--- src/rtl/mem_access_stage_if.sv ---
// Single-beat 8-bit data-memory bus between the MEM stage (master) and memory (slave).
interface mem_access_stage_if #(
  parameter int ADDR_W = 16
) ();
  logic              mem_req;
  logic              mem_we;
  logic [ADDR_W-1:0] mem_addr;
  logic [7:0]        mem_wdata;
  logic [7:0]        mem_rdata;
  logic              mem_ack;

  modport master (
    output mem_req, mem_we, mem_addr, mem_wdata,
    input  mem_rdata, mem_ack
  );

  modport slave (
    input  mem_req, mem_we, mem_addr, mem_wdata,
    output mem_rdata, mem_ack
  );
endinterface

--- src/rtl/mem_access_stage.sv ---
// Pipeline MEM stage: byte/word loads and stores over an 8-bit req/ack bus, stalls upstream meanwhile.
// Define MEM_TIMEOUT_EN to build the per-byte ack timeout that reports through Bus_err.
module mem_access_stage #(
  parameter int ADDR_W         = 16,
  parameter int TIMEOUT_CYCLES = 255
) (
  input  logic               CLK,
  input  logic               RST,
  input  logic [2:0]         Mem_op,
  input  logic [4:0]         Wr_id_in,
  input  logic [7:0]         Fmask_in,
  input  logic [15:0]        Result_in,
  input  logic [7:0]         Flags_in,
  input  logic [15:0]        Store_data,
  input  logic               Stall_in,
  output logic [4:0]         Wr_id_out,
  output logic [7:0]         Fmask_out,
  output logic [15:0]        Result_out,
  output logic [7:0]         Flags_out,
  output logic               stall,
  mem_access_stage_if.master bus,
  output logic               Bus_err
);

  localparam logic [2:0] OP_READ8   = 3'd1;
  localparam logic [2:0] OP_WRITE8  = 3'd2;
  localparam logic [2:0] OP_READ16  = 3'd3;
  localparam logic [2:0] OP_WRITE16 = 3'd4;

  typedef enum logic [1:0] {IDLE, BYTE0, BYTE1, DONE} state_t;

  state_t            state_q, state_d;
  logic              req_q, req_d;
  logic              we_q, we_d;
  logic [ADDR_W-1:0] addr_q, addr_d;
  logic [7:0]        wdata_q, wdata_d;
  logic [7:0]        rd_lo_q, rd_lo_d;
  logic [7:0]        rd_hi_q, rd_hi_d;
  logic [2:0]        op_q, op_d;

  logic              op_valid;
  logic              op_is_write;
  logic              op_wide;
  logic              ack_eff;
  logic [7:0]        rdata_eff;

  // Codes 5-7 are not memory operations and pass through like NONE.
  assign op_valid    = (Mem_op >= OP_READ8) && (Mem_op <= OP_WRITE16);
  assign op_is_write = (Mem_op == OP_WRITE8) || (Mem_op == OP_WRITE16);
  assign op_wide     = (op_q == OP_READ16) || (op_q == OP_WRITE16);

  assign Wr_id_out = Wr_id_in;
  assign Fmask_out = Fmask_in;
  assign Flags_out = Flags_in;

  assign bus.mem_req   = req_q;
  assign bus.mem_we    = we_q;
  assign bus.mem_addr  = addr_q;
  assign bus.mem_wdata = wdata_q;

`ifdef MEM_TIMEOUT_EN
  logic [7:0] wait_q, wait_d;
  logic       err_q, err_d;
  logic       timed_out;

  // A byte that waited the full limit completes as if acked with all-ones data.
  assign timed_out = ((state_q == BYTE0) || (state_q == BYTE1)) && !bus.mem_ack &&
                     (wait_q == 8'(TIMEOUT_CYCLES));
  assign ack_eff   = bus.mem_ack | timed_out;
  assign rdata_eff = timed_out ? 8'hFF : bus.mem_rdata;
  assign Bus_err   = err_q && (state_q == DONE);

  always_ff @(posedge CLK) begin
    if (RST) begin
      wait_q <= '0;
      err_q  <= 1'b0;
    end else begin
      wait_q <= wait_d;
      err_q  <= err_d;
    end
  end
`else
  assign ack_eff   = bus.mem_ack;
  assign rdata_eff = bus.mem_rdata;
  assign Bus_err   = 1'b0;
`endif

  always_ff @(posedge CLK) begin
    if (RST) begin
      state_q <= IDLE;
      req_q   <= 1'b0;
      we_q    <= 1'b0;
      addr_q  <= '0;
      wdata_q <= '0;
      rd_lo_q <= '0;
      rd_hi_q <= '0;
      op_q    <= '0;
    end else begin
      state_q <= state_d;
      req_q   <= req_d;
      we_q    <= we_d;
      addr_q  <= addr_d;
      wdata_q <= wdata_d;
      rd_lo_q <= rd_lo_d;
      rd_hi_q <= rd_hi_d;
      op_q    <= op_d;
    end
  end

  always_comb begin
    state_d    = state_q;
    req_d      = req_q;
    we_d       = we_q;
    addr_d     = addr_q;
    wdata_d    = wdata_q;
    rd_lo_d    = rd_lo_q;
    rd_hi_d    = rd_hi_q;
    op_d       = op_q;
    stall      = 1'b0;
    Result_out = Result_in;
`ifdef MEM_TIMEOUT_EN
    wait_d     = wait_q;
    err_d      = err_q;
`endif

    case (state_q)
      IDLE: begin
        // Launch is not gated by Stall_in; the stage owns the pipeline until DONE.
        if (op_valid) begin
          stall   = 1'b1;
          req_d   = 1'b1;
          we_d    = op_is_write;
          addr_d  = Result_in[ADDR_W-1:0];
          wdata_d = Store_data[7:0];
          op_d    = Mem_op;
          state_d = BYTE0;
`ifdef MEM_TIMEOUT_EN
          wait_d  = '0;
          err_d   = 1'b0;
`endif
        end
      end

      BYTE0: begin
        stall = 1'b1;
        if (ack_eff) begin
          rd_lo_d = rdata_eff;
          if (op_wide) begin
            addr_d  = addr_q + {{(ADDR_W-1){1'b0}}, 1'b1};
            wdata_d = Store_data[15:8];
            state_d = BYTE1;
          end else begin
            req_d   = 1'b0;
            state_d = DONE;
          end
`ifdef MEM_TIMEOUT_EN
          wait_d = '0;
          if (timed_out) err_d = 1'b1;
`endif
        end else begin
`ifdef MEM_TIMEOUT_EN
          wait_d = wait_q + 8'd1;
`endif
        end
      end

      BYTE1: begin
        stall = 1'b1;
        if (ack_eff) begin
          rd_hi_d = rdata_eff;
          req_d   = 1'b0;
          state_d = DONE;
`ifdef MEM_TIMEOUT_EN
          if (timed_out) err_d = 1'b1;
`endif
        end else begin
`ifdef MEM_TIMEOUT_EN
          wait_d = wait_q + 8'd1;
`endif
        end
      end

      DONE: begin
        case (op_q)
          OP_READ8:  Result_out = {8'h00, rd_lo_q};
          OP_READ16: Result_out = {rd_hi_q, rd_lo_q};
          default:   Result_out = Result_in;
        endcase
        if (!Stall_in) state_d = IDLE;
      end

      default: state_d = IDLE;
    endcase
  end

endmodule

--- src/flat_wrapper.sv ---
// flat-port wrapper written by rule: the top's interface ports become plain ports
module mem_access_stage_flat 
#(
  parameter int ADDR_W         = 16,
  parameter int TIMEOUT_CYCLES = 255
)
  (CLK, RST, Mem_op, Wr_id_in, Fmask_in, Result_in, Flags_in, Store_data, Stall_in, Wr_id_out, Fmask_out, Result_out, Flags_out, stall, Bus_err, bus_mem_req, bus_mem_we, bus_mem_addr, bus_mem_wdata, bus_mem_rdata, bus_mem_ack);
  mem_access_stage_if #(.ADDR_W(ADDR_W)) bus_i ();
  input  logic CLK;
  input  logic RST;
  input  logic [2:0] Mem_op;
  input  logic [4:0] Wr_id_in;
  input  logic [7:0] Fmask_in;
  input  logic [15:0] Result_in;
  input  logic [7:0] Flags_in;
  input  logic [15:0] Store_data;
  input  logic Stall_in;
  output logic [4:0] Wr_id_out;
  output logic [7:0] Fmask_out;
  output logic [15:0] Result_out;
  output logic [7:0] Flags_out;
  output logic stall;
  output logic Bus_err;
  output wire logic [$bits(bus_i.mem_req)-1:0] bus_mem_req;
  output wire logic [$bits(bus_i.mem_we)-1:0] bus_mem_we;
  output wire logic [$bits(bus_i.mem_addr)-1:0] bus_mem_addr;
  output wire logic [$bits(bus_i.mem_wdata)-1:0] bus_mem_wdata;
  input wire logic [$bits(bus_i.mem_rdata)-1:0] bus_mem_rdata;
  input wire logic [$bits(bus_i.mem_ack)-1:0] bus_mem_ack;
  assign bus_mem_req = bus_i.mem_req;
  assign bus_mem_we = bus_i.mem_we;
  assign bus_mem_addr = bus_i.mem_addr;
  assign bus_mem_wdata = bus_i.mem_wdata;
  assign bus_i.mem_rdata = bus_mem_rdata;
  assign bus_i.mem_ack = bus_mem_ack;
  mem_access_stage #(.ADDR_W(ADDR_W), .TIMEOUT_CYCLES(TIMEOUT_CYCLES)) u_core (.CLK(CLK), .RST(RST), .Mem_op(Mem_op), .Wr_id_in(Wr_id_in), .Fmask_in(Fmask_in), .Result_in(Result_in), .Flags_in(Flags_in), .Store_data(Store_data), .Stall_in(Stall_in), .Wr_id_out(Wr_id_out), .Fmask_out(Fmask_out), .Result_out(Result_out), .Flags_out(Flags_out), .stall(stall), .bus(bus_i), .Bus_err(Bus_err));
endmodule
--- config.mk ---
export PLATFORM = sky130hd
export DESIGN_NAME = mem_access_stage_flat
export DESIGN_NICKNAME = d
export VERILOG_FILES = /design/src/rtl/mem_access_stage_if.sv /design/src/rtl/mem_access_stage.sv /design/src/flat_wrapper.sv
export SDC_FILE = /design/constraint.sdc
export NUM_CORES = 1
export LEC_CHECK = 0
export CAP_MARGIN = 20
export CORE_MARGIN = 5
export CORE_UTILIZATION = 42
export CTS_CLUSTER_SIZE = 14
export DETAILED_ROUTE_END_ITERATION = 12
export GPL_TIMING_DRIVEN = 0
export PLACE_DENSITY_LB_ADDON = 0.12
export REMOVE_ABC_BUFFERS = 1
export SYNTH_ARGS = -nofsm -noshare
export SYNTH_HDL_FRONTEND = slang
export SYNTH_SLANG_ARGS = --single-unit
--- constraint.sdc ---
create_clock -name CLK -period 2.8 [get_ports CLK]
set_input_delay 0.56 -clock CLK [delete_from_list [all_inputs] [get_ports CLK]]
set_output_delay 0.56 -clock CLK [all_outputs]
set_load 0.005 [all_outputs]
==> summary.txt <==
Yosys
  – Synth Register Bits: 47
  – Ys Warns: 0
  – Mapped cell area: 0.00294 mm2
  – Synth cell types: 53
  – Sequential area share after synthesis: 0.321
  – Most used flip-flop cell after synthesis: dfxtp_1
  – EDFF count, synth: 0
  – Post-synthesis async set-or-reset flop share: 0
  – Avg Inst Size Synth: 7.91 um2
  – Synth Instances: 371

Timing
  – Least-Margin Pin Slew: slightly above 0.7 ns
  – Unrepaired setup endpoints after global routing: no
  – Final hold violations: 0
  – Final WS setup: about 0.10 ns
  – Final period util: 0.963
  – Fmax: 371 MHz
  – Max Slew Vio Count: 0
  – Worst Skew: around 0.0095 ns
  – Max-Slew Margin vs Limit: 0.523
  – Final TNS setup: 0 ns
  – Final setup violation count: 0
  – Final worst path period need: 2.70 ns

Critical path
  – Worst stage delay on the critical path: 0.46 ns
  – Critical path buffer and inverter count: 2
  – Critical Path Start Type: flip-flop
  – WP depth: 5
  – Worst path arrival time: approximately 2.1 ns
  – Slowest cell on crit path: clkdlybuf4s50_1
  – Crit path max-delay family: buffers and inverters
  – Critical Path Sink Type: output port
  – Crit path cell chain: ha_1 -> nand3b_1 -> buf_4 -> mux2_2 -> clkdlybuf4s50_1
  – Worst R2R Setup Slack: approximately 0.39 ns
  – Top fanout value on the critical path: 12
  – RR Endpoint: u_core.bus.mem_addr[3]
  – Worst Setup SP: u_core.state_q[0]
  – Setup CP Type: reg2out
  – Reg2Reg Depth: 6
  – CP Data Required Time: 2.24 ns
  – Reg2reg start: u_core.state_q[0]

Clock network
  – H-tree levels: 2
  – CTS tree: built
  – Cts bufs inserted: 5
  – Clock Sink Count: 47
  – Clk Latency, worst-skew pair: roughly 0.31 ns
  – CTS Hold Bufs: 0
  – Root Driver: clkbuf_8
  – Max clock buf depth: 2
  – Clock transition at the registers of the reported paths: 0.09 ns

Power
  – Peak supply drop: 426 uV
  – Switching part of the total: 0.422
  – Sw power: 0.00135 W
  – Pwr/cell area: 839 mW/mm2
  – Sequential share of power: 0.338
  – Internal: ~0.0018 W
  – Gate power share: 0.531
  – Clock Power Share: 0.131
  – Leak Pwr: ~1.3 nW

Min path
  – Hold Crit Class: reg2reg
  – Hold Crit Depth: 2
  – Hold EP: u_core.rd_lo_q[6]
  – Min-Delay Startpoint: u_core.rd_lo_q[6]

Die
  – Die Ht: 93.6 um
  – Area of the core: 0.00679 mm2
  – Initial Utilization: 0.432
  – Die width: 93.6 um
  – Top-level I/O count: 133
  – DIE AREA: 0.00876 mm2
  – Row cnt: 30

Global route
  – Busiest grt layer: met2
  – First-pass GRT wire length: around 14 mm
  – Vias in the first global route: 2,777
  – Initial antenna violation count: 0
  – Met3 usage: 0.0708
  – Total grt overflow: 0
  – Routing usage on met1: 0.266
  – Total GRT Usage: 0.200
  – Largest net degree at the start of global routing: between 40 and 50
  – Grt met2 use: 0.311

Status
  – Status: completed

Placement
  – GP Congestion: 0.827
  – Post-Place Worst Slack: -0.169 ns
  – IO buf count: 89
  – DP HPWL: 6.28 mm

Cells and area
  – Inserted Diodes: 0
  – Layout cells sized above 1: 0.0804
  – Utilization after layout: 0.561
  – Most frequent cells in the layout: 88 x clkdlybuf4s50_1, 52 x nand2_1, 47 x dfxtp_1
  – Layout area overhead: 29.9%
  – Commonest non-fill, non-tap cell in the layout: clkdlybuf4s50_1
  – Final #Nets: about 500

Drt
  – DR WL/cell: 17.3 um
  – Via count: 2,941
  – DR vias/cell: 5.67
  – Initial drt markers: approximately 190
  – DRT antenna net count: 0
  – Drt pass-1 iters: 5
  – Total Wirelength: 8.98 mm
  – Drt drc: 0

Flow run
  – MaxCap Viol Count: 0
## state kept, by name, summed over array words and instances (netlist names)
| name | cells |
|---|---|
| u_core.op_q | 3 |
| u_core.bus.mem_we | 1 |
| u_core.rd_hi_q | 8 |
| u_core.bus.mem_addr | 16 |
| u_core.bus.mem_wdata | 8 |
| u_core.rd_lo_q | 8 |
| u_core.state_q | 2 |
| u_core.bus.mem_req | 1 |
## timing repair
action / CTS / global route
pin swaps: 1 / 0
gates cloned: 1 / 0
endpoints found under the setup margin: 16 / 16
setup buffers: 1 / 1
resized for setup: 0 / 2
## kinds of logic after synthesis
group / synth area share
XOR/XNOR: 0.00895
multiplexers: 0.0755
AO/OA/AOI/OAI: 0.243
flip-flops: 0.321
other: 0.00128
buffers and inverters: 0.111
adder cells (fa/ha/maj): 0.0298
AND/OR/NAND/NOR: 0.211
## per-stage QoR
step           hold slack, ns  cell area [um2]  cells  total power (W)
2_1_floorplan           0.428             2650    321          0.00205
3_3_place_gp            0.442             3660    506          0.00275
3_5_place_dp            0.446             3700    508          0.00278
4_1_cts                 0.459             3790    518          0.00321
5_1_grt                 0.481             3810    519          0.00344
6_report                0.457             3810    519          0.00320
## Yosys cell counts, drive strengths merged (2+ instances only)
| cell type | n | area (um2) |
|---|---|---|
| buf | 35 | 231 |
| o21ai | 15 | 75.1 |
| a311oi | 2 | 17.5 |
| inv | 10 | 37.5 |
| ha | 7 | 87.6 |
| a211oi | 16 | 125 |
| nand3 | 26 | 135 |
| or3b | 2 | 17.5 |
| dfxtp | 47 | 941 |
| o22ai | 5 | 31.3 |
| o211ai | 2 | 15.0 |
| a311o | 3 | 30.0 |
| xor2 | 2 | 17.5 |
| nor2 | 7 | 28.8 |
| o31ai | 9 | 67.6 |
| o41ai | 3 | 26.3 |
| o32ai | 2 | 17.5 |
| nor4 | 4 | 25.0 |
| nor2b | 3 | 18.8 |
| a31oi | 7 | 43.8 |
| nand2b | 5 | 31.3 |
| a21oi | 37 | 185 |
| or2 | 2 | 12.5 |
| nand4 | 6 | 37.5 |
| or4 | 3 | 22.5 |
| clkbuf | 15 | 56.3 |
| and3 | 3 | 23.8 |
| nand2 | 53 | 201 |
| mux2 | 9 | 101 |
| nor3 | 4 | 20.0 |
| mux2i | 12 | 120 |
| a21boi | 2 | 15.0 |
| nand3b | 2 | 15.0 |
## layer usage
metal	vias to the layer above	share of wire
li1	1435	-
met1	1375	0.44
met2	127	0.46
met3	4	0.094
met4	0	0.0062
met5	-	0
## worst max path at each step
stage	end	slack (ns)
after floorplan	u_core.bus.mem_addr[14]	-0.31
after CTS	Result_out[12]	0.004
after global placement	u_core.bus.mem_addr[11]	-1.57
final	Result_out[3]	0.10
after detailed placement	u_core.bus.mem_addr[7]	-0.17
after global routing	Result_out[8]	0.007
## layout make-up
| cell class | instances | area [um2] |
|---|---|---|
| fillers | 682 | 2980 |
| multi-input cells | 265 | 1690 |
| flip-flops and latches | 47 | 941 |
| repair buffers | 93 | 941 |
| well taps | 96 | 120 |
| clock buffers | 5 | 68.8 |
| inverters | 10 | 37.5 |
| clock inverters | 3 | 15.0 |
## worst min-delay path, cell delays in order, from the launching register on
cell     delay, ns
dfxtp_1       0.32
nand2_1       0.05
a21oi_1       0.05
## power by group through the flow
stage,Combinational (W),Sequential (W),Clock [W]
floorplan,0.000994,0.00105,0
detailed placement,0.00169,0.00109,0
CTS,0.00170,0.00108,0.000433
global placement,0.00166,0.00108,0
finish,0.00170,0.00108,0.000419
global route,0.00187,0.00111,0.000449
Power figures use the tool's default switching activity.
==> RTL change 1, RTL diff (same flow settings) <==
Encoding of `state_t`: now one-hot (4 bits for 4 states).
--- a/src/rtl/mem_access_stage.sv
+++ b/src/rtl/mem_access_stage.sv
@@ -28,5 +28,5 @@
   localparam logic [2:0] OP_WRITE16 = 3'd4;
 
-  typedef enum logic [1:0] {IDLE, BYTE0, BYTE1, DONE} state_t;
+  typedef enum logic [3:0] {IDLE = 4'b0001, BYTE0 = 4'b0010, BYTE1 = 4'b0100, DONE = 4'b1000} state_t;
 
   state_t            state_q, state_d;
Formal check against the unedited RTL: same outputs for any inputs over 10 cycles, from zero or initial values and one cycle with RST high; not proved beyond that.
==> RTL change 1 against the unedited design <==
- final area is 2.2% lower
- core utilization fell by 0.29 points
- sequential cell count is 2 higher
- fmax decreased by 2.0%
- register-to-register slack worse by 0.10 ns
- via count is 4.6% lower
- wire length is 5.3% lower
- synthesized area decreased by 3.5%
- sequential share of layout area grew 1.8 points
- setup slack got worse by 0.055 ns
Power is not compared: it rests on default switching activity, and its combinational part moved more than twofold at a synthesized area within 25%.
==> RTL change 1: results (changes against the unedited design) <==
The number of optimization iterations in the first detailed-route pass came out at 4 (-1). Of the total power, the share spent switching nets is 0.3248. The layout filler cell count came to 639 (-6.3%). The number of DRC violations after detailed-routing iteration 0 is 215 (+16%). The number of buffers inserted by port buffering came out at 89 (unchanged). The startpoint of the most critical register-to-register path is u_core.state_q[2]. The wire length after detailed routing was 8497 microns (-5.3%). The flow ran to the end, and the final reports show no timing, DRC or antenna violations. The detailed-placement wirelength estimate is 5634 microns (-10%). The clock-pin slew on the worst setup and hold paths is 0.09 ns (about the same).

The clock insertion delay at the later pin of the skew report came out at 0.31 ns (about the same). The top fanout value on the critical path is 4 (-8). The proportion of synthesized flip-flops having asynchronous set or reset is 0 (unchanged).

The share of the core filled with cells in the final layout came out at 0.5582 (-0.002902). The met1 demand-to-capacity share in global routing came out at 0.2690 (+0.002548). The via count of the first global-routing pass came to 2739 (-1.4%). The stage delay of the slowest cell on the critical path is 0.47 ns. The final weighted congestion in routability-driven placement is 0.8614 (+4.1%). In this run the worst setup path begins at Mem_op[1].

The max-slew headroom at the worst pin came out at 0.3824 (-0.1407). By instance count, the leading cell after synthesis is sky130_fd_sc_hd__nand2_1. The initial antenna violation count was 0 (unchanged). The tightest min-delay check is of the reg -> reg type.

The maximum count of clock buffers along a single path is 2 (unchanged). The startpoint of the most critical hold path is u_core.bus.mem_wdata[2]. The portion of the post-synthesis area used by sequential elements came to 0.3461 (+0.02559). The met3 layer usage reported by global route is 0.07793 (+0.007136). The unique cell type count in the Yosys netlist was 46 (-13%). After synthesis, the cell types taking the most area are sky130_fd_sc_hd__dfxtp_1 35%, sky130_fd_sc_hd__nand2_1 7.8%, sky130_fd_sc_hd__mux2i_1 6.4%. The H-tree depth reported by CTS came out at 2 (unchanged). The worst clock skew on the final layout is 0.007989 ns (-0.001523 ns). The number of design rule violations left after detail routing is 0 (unchanged). The total placed instance area came out at 3553 sq um (-3.9%). The global-route track usage on met2 came to 0.3084 (-0.002505). By count the netlist is led by 59 x sky130_fd_sc_hd__nand2_1, 49 x sky130_fd_sc_hd__dfxtp_1, 41 x sky130_fd_sc_hd__nor2_1.

The data arrival time at the worst-slack endpoint was 2.19 ns (+0.05 ns). The total track usage came to 0.2023 (+0.002609). The ratio of routed vias to standard cells is 5.644 (-0.40%). The final net count came out at 485 (-2.4%). The count of yosys warnings during synthesis came to 0 (unchanged). The layout cell share with drive strength beyond 1 came out at 0.08633 (+0.005953). The wire length of the first global-routing pass was 13960 microns (-1.2%). The pin count of the biggest net entering global routing came out at 49 (+4.3%).
==> RTL change 1: layer usage <==
metal / vias up / part of all wire
met2: 138 / 0.44
li1: 1377 / -
met5: - / 0
met3: 9 / 0.096
met4: 0 / 0.010
met1: 1281 / 0.45
==> RTL change 1: cell type report <==
class	count	area share
tap	80	0.02684
inverter	3	0.003019
clock buffer	7	0.02583
clock inverter	1	0.001342
sequential	49	0.2650
timing repair buffer	94	0.2503
multi-input combinational	263	0.4277
==> RTL change 1: cells by family (layout without fill, tap and decap cells) <==
kind of cell               Yosys count  count (layout)  share of synthesized area
other                                1               1                   0.001323
DFF                                 49              49                     0.3461
and+or+nand+nor                    151             153                     0.2578
xor gates and xnor gates             2               2                   0.006182
muxes                               26              26                    0.09536
adders and majority gates            1               1                   0.004414
AOI/OAI and AO/OA                   80              80                     0.1841
buffers and inverters               48             105                     0.1046
==> RTL change 1: what timing repair did <==
item	CTS	global route
cloned	2	0
setup buffers	3	0
endpoints found under the hold margin	0	0
pin swaps	2	0
setup endpoints to repair	38	12
gates resized for setup	6	4
==> RTL change 1: per-stage QoR <==
step                instances  power [mW]  worst slack (ns)
detailed placement        483       1.583           -0.4185
floorplan                 313       1.213           -0.1687
global route              497       2.182          0.002232
CTS                       496       2.067           0.01517
global placement          482       1.560            -1.357
finish                    497       2.050           0.04882
==> RTL change 1: path summary, 6_finish.rpt <==
kind	to	slack (ns)	depth (start not counted)
max	stall	0.05	7
min	u_core.bus.mem_wdata[2]	0.50	2
max reg2reg	u_core.bus.mem_addr[2]	0.29	6
min reg2reg	u_core.bus.mem_wdata[2]	0.50	2
==> RTL change 1: power by group through the flow <==
stage	Sequential, mW	Combinational (mW)	Clock, mW
final	0.917	0.672	0.462
after global placement	0.916	0.644	0
after floorplan	0.901	0.312	0
after CTS	0.916	0.673	0.478
after detailed placement	0.922	0.661	0
after global routing	0.936	0.737	0.509
==> RTL change 1: worst register-to-register path, delay by kind of cell, from the launching register on <==
kind            cells  cell delay [ns]
compound gates      4             1.04
simple gates        1             0.71
flops               1             0.42
buf+inv             1             0.24
==> RTL change 2, RTL diff (same flow settings) <==
Made on the original files. `ADDR_W` is set to 16 in 3 places; all go to 15.
--- a/src/rtl/mem_access_stage_if.sv
+++ b/src/rtl/mem_access_stage_if.sv
@@ -1,5 +1,5 @@
 // Single-beat 8-bit data-memory bus between the MEM stage (master) and memory (slave).
 interface mem_access_stage_if #(
-  parameter int ADDR_W = 16
+  parameter int ADDR_W = 15
 ) ();
   logic              mem_req;
--- a/src/rtl/mem_access_stage.sv
+++ b/src/rtl/mem_access_stage.sv
@@ -2,5 +2,5 @@
 // Define MEM_TIMEOUT_EN to build the per-byte ack timeout that reports through Bus_err.
 module mem_access_stage #(
-  parameter int ADDR_W         = 16,
+  parameter int ADDR_W         = 15,
   parameter int TIMEOUT_CYCLES = 255
 ) (
--- a/src/flat_wrapper.sv
+++ b/src/flat_wrapper.sv
@@ -2,5 +2,5 @@
 module mem_access_stage_flat 
 #(
-  parameter int ADDR_W         = 16,
+  parameter int ADDR_W         = 15,
   parameter int TIMEOUT_CYCLES = 255
 )
Ports: changed (resized bus_mem_addr); port bits go from 133 to 132. No check against the original RTL was run, so the function may have changed too.
==> RTL change 2 against the unedited design <==
- core utilization rose by 0.83 points
- final area shrank 5.2%
- power decreased by 5.3%
- critical path depth stayed put
- synthesized area fell by 6.2%
- sequential cell count is 1 lower
- setup slack better by 0.040 ns
- wire length fell by 11%
- critical path type unchanged
- synthesized cell count is 6.5% lower
- hold slack better by 0.00090 ns
- global-route usage decreased by 1.4 points
- first-iteration DRC count decreased by 47%
==> RTL change 2: results (changes against the unedited design) <==
The run finished with clean final reports. The number of flip-flops under the largest register name was 15 (-1). The total track usage is 0.1857 (-0.01399). The number of DRC violations after detailed-routing iteration 0 is 99 (-47%).

The adder and majority gate portion of the synthesized area was 0.03180 (+0.001966). The post-placement cell count came out at 468 (-7.9%). The multiplexer share of the synthesized area came to 0.07269 (-0.002753). The number of buffers inserted by port buffering is 88 (-1.1%).

The post-synthesis xor/xnor area fraction came out at 0.009541 (+0.0005897). The via count of the first global-routing pass is 2498 (-10%). The maximum VDD drop came out at 0.7473 mV (+75%). The worst clock skew on the final layout came out at 0.004615 ns (-0.004898 ns).

The unique cell type count in the Yosys netlist is 47 (-11%). The switching power share of the total is 0.4015 (-0.02068). The leakage power of the design was 1.305 nW (+1.9%).

The pre-CTS setup slack came to -0.4172 ns (-0.2481 ns). The final weighted congestion in routability-driven placement is 0.7878 (-4.8%). The clock insertion delay at the later pin of the skew report came to 0.29 ns (-0.02 ns). The detailed-placement wirelength estimate was 5707 microns (-9.2%). The layout filler cell count is 602 (-12%). The data arrival time at the worst-slack endpoint is 2.10 ns (-0.04 ns). The commonest cells after synthesis are 47 x sky130_fd_sc_hd__nand2_1, 46 x sky130_fd_sc_hd__dfxtp_1, 41 x sky130_fd_sc_hd__a21oi_1. The wire length after detailed routing came to 8025 microns (-11%). The ratio of routed vias to standard cells came out at 5.686 (+0.34%).

The top fanout value on the critical path was 6 (-6). After synthesis, the cell types taking the most area are sky130_fd_sc_hd__dfxtp_1 33%, sky130_fd_sc_hd__a21oi_1 7.5%, sky130_fd_sc_hd__nand2_1 6.4%. The pin count of the biggest net entering global routing came out at 52 (+11%). The layout cell share with drive strength beyond 1 was 0.07673 (-0.003646).

The share of the core filled with cells in the final layout came out at 0.5695 (+0.008316). The average routed wire per standard cell is 16.68 microns (-3.5%).
-- RTL change 2: changes by cell type after synthesis, sizes merged, moves of 5 or more --
cell / change
nor2: +12
o21ai: +8
o31ai: -8
nand2: -6
nand3: -6
a21oi: +5
-- RTL change 2: repair_timing --
| action | 4_1_cts | 5_1_grt |
|---|---|---|
| cloned | 1 | 0 |
| setup endpoints to repair | 33 | 23 |
| endpoints found under the hold margin | 0 | 0 |
| buffers inserted | 2 | 2 |
| resized for setup | 2 | 4 |
-- RTL change 2: layout make-up --
type                            count  share of cell area
Inverter                            6            0.006228
Clock buffer                        8             0.03045
Timing Repair Buffer               92              0.2526
Tap cell                           77             0.02664
Sequential cell                    46              0.2547
Multi-Input combinational cell    252              0.4294
-- RTL change 2: metal layers --
metal / global-route usage / share of wire / vias to the layer above
met5: 0.04762 / 0.0050 / -
met4: 0.03667 / 0.0092 / 2
met3: 0.06033 / 0.088 / 9
met2: 0.2993 / 0.48 / 126
met1: 0.2408 / 0.42 / 1257
li1: - / - / 1341
-- RTL change 2: power by group through the flow --
stage | combinational, mW | clock (mW) | sequential [mW]
6_report | 1.52 | 0.472 | 1.04
5_1_grt | 1.70 | 0.508 | 1.08
4_1_cts | 1.53 | 0.482 | 1.04
3_5_place_dp | 1.50 | 0 | 1.05
3_3_place_gp | 1.48 | 0 | 1.04
2_1_floorplan | 0.881 | 0 | 1.01
-- RTL change 2: final timing paths --
kind	startpoint	endpoint	slack, ns	depth (start not counted)
hold reg to reg	u_core.rd_lo_q[4]	u_core.rd_lo_q[4]	0.46	2
setup reg to reg	u_core.state_q[1]	u_core.bus.mem_addr[4]	0.27	7
setup / recovery	u_core.state_q[0]	Result_out[9]	0.14	5
hold / removal	u_core.rd_lo_q[4]	u_core.rd_lo_q[4]	0.46	2
